<file path="src/rtl/prog_loader.sv">
// Program-image loader: writes a streamed byte image into a 2**AWIDTH x DWIDTH program memory and zero-fills the unused tail.
// Latency: a byte accepted at cycle N is written at N+1, and the loader is ready again at N+2. A CLEAR pass then writes one location per cycle.
// Backpressure: valid/ready. in_ready is high only in LOAD, so the loader accepts at most one byte per 2 cycles and never after the image ends.
//
// Ports: clk/rst (sync, active-high); in_valid/in_data/in_last/in_ready byte stream;
//        mem_addr/mem_data/mem_wr memory write port; cpu_rst/cpu_halt/done/restart CPU control;
//        ovf sticky overflow flag; chksum image checksum.
// Optional: define LOADER_CHKSUM_EN to enable the mod-2^DWIDTH byte-sum checksum (otherwise chksum is 0).
module prog_loader #(
    parameter int AWIDTH = 5,
    parameter int DWIDTH = 8,
    parameter int DEPTH  = 2**AWIDTH
) (
    input  logic              clk,
    input  logic              rst,
    input  logic              in_valid,
    input  logic [DWIDTH-1:0] in_data,
    input  logic              in_last,
    output logic              in_ready,
    input  logic              restart,
    input  logic              cpu_halt,
    output logic [AWIDTH-1:0] mem_addr,
    output logic [DWIDTH-1:0] mem_data,
    output logic              mem_wr,
    output logic              cpu_rst,
    output logic              done,
    output logic              ovf,
    output logic [DWIDTH-1:0] chksum
);

    typedef enum logic [2:0] {
        S_LOAD,
        S_WRITE,
        S_CLEAR,
        S_RUN,
        S_HALTED
    } state_t;

    localparam logic [AWIDTH-1:0] LAST_ADDR = AWIDTH'(DEPTH - 1);

    state_t            state_q;
    logic [AWIDTH-1:0] wptr_q;
    logic              last_q;      // byte now being written ends the image
    logic [AWIDTH-1:0] mem_addr_q;
    logic [DWIDTH-1:0] mem_data_q;
    logic              mem_wr_q;
    logic              cpu_rst_q;
    logic              done_q;
    logic              ovf_q;
    logic              accept;

    // Ready is decoded from state but forced low while reset is asserted.
    assign in_ready = (state_q == S_LOAD) && !rst;
    assign accept   = in_valid && in_ready;

    always_ff @(posedge clk) begin
        if (rst) begin
            state_q    <= S_LOAD;
            wptr_q     <= '0;
            last_q     <= 1'b0;
            mem_addr_q <= '0;
            mem_data_q <= '0;
            mem_wr_q   <= 1'b0;
            cpu_rst_q  <= 1'b1;
            done_q     <= 1'b0;
            ovf_q      <= 1'b0;
        end else begin
            case (state_q)
                S_LOAD: begin
                    if (accept) begin
                        mem_addr_q <= wptr_q;
                        mem_data_q <= in_data;
                        mem_wr_q   <= 1'b1;
                        // The final location always ends the image; without in_last it is an overflow.
                        last_q     <= in_last || (wptr_q == LAST_ADDR);
                        if ((wptr_q == LAST_ADDR) && !in_last) begin
                            ovf_q <= 1'b1;
                        end
                        state_q    <= S_WRITE;
                    end
                end
                S_WRITE: begin
                    if (wptr_q == LAST_ADDR) begin
                        // Memory is full: nothing left to clear.
                        mem_wr_q  <= 1'b0;
                        cpu_rst_q <= 1'b0;
                        state_q   <= S_RUN;
                    end else if (last_q) begin
                        wptr_q     <= wptr_q + 1'b1;
                        mem_addr_q <= wptr_q + 1'b1;
                        mem_data_q <= '0;
                        mem_wr_q   <= 1'b1;
                        state_q    <= S_CLEAR;
                    end else begin
                        wptr_q   <= wptr_q + 1'b1;
                        mem_wr_q <= 1'b0;
                        state_q  <= S_LOAD;
                    end
                end
                S_CLEAR: begin
                    if (mem_addr_q == LAST_ADDR) begin
                        mem_wr_q  <= 1'b0;
                        cpu_rst_q <= 1'b0;
                        state_q   <= S_RUN;
                    end else begin
                        mem_addr_q <= mem_addr_q + 1'b1;
                        wptr_q     <= wptr_q + 1'b1;
                    end
                end
                S_RUN: begin
                    if (cpu_halt) begin
                        done_q  <= 1'b1;
                        state_q <= S_HALTED;
                    end
                end
                S_HALTED: begin
                    if (restart) begin
                        wptr_q    <= '0;
                        cpu_rst_q <= 1'b1;
                        done_q    <= 1'b0;
                        ovf_q     <= 1'b0;
                        state_q   <= S_LOAD;
                    end
                end
                default: state_q <= S_LOAD;
            endcase
        end
    end

    assign mem_addr = mem_addr_q;
    assign mem_data = mem_data_q;
    assign mem_wr   = mem_wr_q;
    assign cpu_rst  = cpu_rst_q;
    assign done     = done_q;
    assign ovf      = ovf_q;

`ifdef LOADER_CHKSUM_EN
    logic [DWIDTH-1:0] chksum_q;
    logic [DWIDTH-1:0] chksum_d;

    // Only accepted stream bytes contribute; the zero-fill never does.
    always_comb begin
        chksum_d = chksum_q;
        if (accept) begin
            chksum_d = chksum_q + in_data;
        end
    end

    always_ff @(posedge clk) begin
        if (rst) begin
            chksum_q <= '0;
        end else if ((state_q == S_HALTED) && restart) begin
            chksum_q <= '0;
        end else begin
            chksum_q <= chksum_d;
        end
    end

    assign chksum = chksum_q;
`else
    assign chksum = '0;
`endif

endmodule

</file>
<file path="config.mk">
export PLATFORM = sky130hd
export DESIGN_NAME = prog_loader
export DESIGN_NICKNAME = d
export VERILOG_FILES = /design/src/rtl/prog_loader.sv
export SDC_FILE = /design/constraint.sdc
export NUM_CORES = 1
export LEC_CHECK = 0
export CAP_MARGIN = 0
export CORE_UTILIZATION = 43
export DETAILED_ROUTE_END_ITERATION = 16
export PLACE_DENSITY = 0.76
export SKIP_LAST_GASP = 1
export SYNTH_ARGS = -nofsm -noshare
export SYNTH_HDL_FRONTEND = slang
export SYNTH_SLANG_ARGS = --single-unit
</file>
<file path="constraint.sdc">
create_clock -name clk -period 2 [get_ports clk]
set_input_delay 0.4 -clock clk [delete_from_list [all_inputs] [get_ports clk]]
set_output_delay 0.4 -clock clk [all_outputs]
set_load 0.02 [all_outputs]
</file>
==> summary.md <==
| Metric | Value |
|---|---|
| Drt wl/cell | `14.45 um` |
| Global router's overall resource usage | `21.82%` |
| First-pass GRT wire length | `6003 um` |
| Nets | `233` |
| Hold WS | `0.4963 ns` |
| FP Rows | `20` |
| Hold Violations, Final | `0` |
| Synth Area in Compound Gates | `26.99%` |
| Main combinational cell family by area after synthesis | `compound AO/OA/AOI/OAI gates` |
| Yosys top cell area share | `36.33%` |
| 1st-iter DRT viols | `63` |
| Maximum clock rate | `509.7 MHz` |
| Mux share of post-synthesis cell area | `2.795%` |
| Minimum clock period | `1.962 ns` |
| WP data required | `2.27 ns` |
| Antenna violations before repair | `0` |
| Die Ht | `59.72 um` |
| Mean area per synthesized cell | `8.630 sq um` |
| Fraction of layout cells with a size suffix above 1 | `22.43%` |
| Type of destination of the critical path | `flip-flop` |
| Adder-Cell Fraction of Synth Area | `3.493%` |
| Total Neg Setup Slack | `0 ns` |
| Peak VDD IR | `447.3 uV` |
| Vias per cell | `5.500` |
| Number of synthesized register bits | `26` |
| Most common cell after layout, fill and taps aside | `clkdlybuf4s50_1` |
| Core Util, Final | `64.80%` |
| Register area | `525.5 sq um` |
| Clk_lat worst skew | `0.33 ns` |
| Simple logic cell fraction of the synthesized area | `18.69%` |
| Synth area leaders | `dfxtp_1, a22oi_1, nor2_1` |
| Post-Place Worst Slack | `-0.1586 ns` |
| Worst setup skew after layout | `0.003944 ns` |
| Max FO, Critical Path | `4` |
| Launching element type of the critical path | `flip-flop` |
| Post-Place Cells | `247` |
| Final setup fails | `0` |
| Starting Density | `46.17%` |
| Post-synthesis cell count | `166` |
| P per Cell Area | `693.7 mW/mm^2` |
| Total grt overflow | `0` |
| Final Max Slew Viols | `0` |
| Number of global-route vias before repair | `1396` |
| Post-synthesis sequential area ratio | `36.33%` |
| Max-cap violations | `0` |
| Cell accounting for the most synthesized area | `dfxtp_1` |
| Clock Tree Buf Depth | `2` |
| FILL cells | `265` |
| Area post-placement | `0.001829 sq mm` |
| Pre-Repair DR Iteration Count | `4` |
| HP Class | `reg -> reg` |
| Multi-input logic area | `873.3 sq um` |
| TritonCTS Buffers | `3` |
| Clock Sinks | `26` |
| CTS H-tree depth | `1` |
| CTS tree | `yes` |
| Worst Reg-to-Reg Cells | `8` |
| Largest net degree at the start of global routing | `20` |
| Routability cong. | `0.9006` |
| Crit path kind | `reg -> reg` |
| Post-route cell area | `0.002011 sq mm` |
| Reg clk slew, reported paths | `0.15 ns` |
| Tcrit/Tclk final | `98.10%` |
| Power Total | `1.395 mW` |
| Full die area | `0.003566 sq mm` |
| Final WS setup | `0.03804 ns` |
| Final ANT Viol Nets | `0` |
| Hold path cells | `2` |
| Finished Layout Cells | `258` |
| Placed wire-length estimate | `2521 um` |
| DRC viols | `0` |
| CTS root buf | `clkbuf_4` |
| Port Buffers | `31` |
| P&R area growth vs syn | `40.35%` |
| Via count | `1419` |
| Yosys cell types | `50` |
| Status | `completed` |
| Number of synthesis warnings | `0` |
| Core area | `0.003103 sq mm` |
| Most frequent cells in the layout | `clkdlybuf4s50_1, dfxtp_1, nor2_1, buf_4, a22oi_1` |
| Diodes inserted | `0` |
| Lkg Pwr | `0.7566 nW` |
| Drt total wl | `3727 um` |
| Cell area after synthesis | `0.001433 sq mm` |
| Die Width | `59.72 um` |
| RSZ-0062 raised after global routing | `yes` |
| Number of I/O pins | `40` |
| Post-synthesis xor/xnor area fraction | `1.834%` |
| CP arrival | `2.23 ns` |
## layer usage
metal	share of wire [%]	global-route usage, %	vias to the layer above	routed length (um)
li1	-	-	682	-
met1	44	27.69	672	1639
met2	48	36.03	53	1807
met3	5.7	3.680	12	211
met4	1.9	9.967	0	69
met5	0	0	-	0
## power by group
| group | total, mW | internal, mW | switching [mW] | leakage, nW |
|---|---|---|---|---|
| clock network | 0.369 | 0.203 | 0.166 | 0.0279 |
| registers | 0.582 | 0.555 | 0.0268 | 0.213 |
| logic | 0.444 | 0.212 | 0.233 | 0.515 |
| total | 1.39 | 0.969 | 0.425 | 0.757 |
## cells in the mapped netlist (all sizes together)
master   instances
and2             2
o311ai           2
inv              4
a2111oi          1
a31oi            3
nand2b           2
xnor2            2
nor2            22
buf             15
a22oi           13
o21bai           1
or3b             2
clkbuf           2
and3             2
a21o             3
nor4             1
nor3             1
nand2           10
o21ai            8
a21oi           12
mux2i            4
or3              1
o211a            1
nor2b            4
a211oi           3
a32oi            1
conb             1
nand4            1
xor2             1
ha               4
nand3            3
nand3b           1
nor3b            2
dfxtp           26
o21a             1
a311oi           3
o221ai           1
## final cells by class
class,instances,share of cell area [%]
Multi-Input combinational cell,126,43.43
Sequential cell,26,26.14
Timing Repair Buffer,54,24.33
Tap cell,44,2.738
Clock inverter,1,1.493
Clock buffer,3,1.120
Inverter,4,0.7467
## registers in the layout, indices dropped and copies added, names as in the netlist
name	flops
mem_addr	5
state_q	3
done	1
mem_wr	1
wptr_q	5
mem_data	8
cpu_rst	1
last_q	1
ovf	1
## worst max-delay path: stages (launching register included)
cell,delay [ns]
dfxtp_2,0.35
ha_2,0.19
and3_4,0.19
ha_4,0.16
or3b_4,0.40
a21oi_4,0.23
buf_6,0.14
a21oi_4,0.04
a211oi_2,0.20
## what timing repair did
action                                  CTS  global route
endpoints found under the setup margin    3             8
resized for setup                         3            13
cloned                                    0             0
hold buffers                              0             0
setup buffers                             4             3
pin swaps                                 1             7
hold endpoints to repair                  0             0
## kinds of logic after synthesis
logic type	after synthesis
simple gates	54
fa+ha+maj	4
buf+inv	21
other cells	1
mux	4
compound gates	53
flops	26
xor+xnor	3
## worst paths after layout
| path | startpoint | to | slack (ns) |
|---|---|---|---|
| max reg2reg | wptr_q[0]$_SDFFE_PP0P_ | wptr_q[2]$_SDFFE_PP0P_ | 0.04 |
| min reg2reg | mem_wr$_SDFFE_PP0P_ | mem_wr$_SDFFE_PP0P_ | 0.50 |
| min | mem_wr$_SDFFE_PP0P_ | mem_wr$_SDFFE_PP0P_ | 0.50 |
| max | wptr_q[0]$_SDFFE_PP0P_ | wptr_q[2]$_SDFFE_PP0P_ | 0.04 |
(Power assumes the default switching activity.)
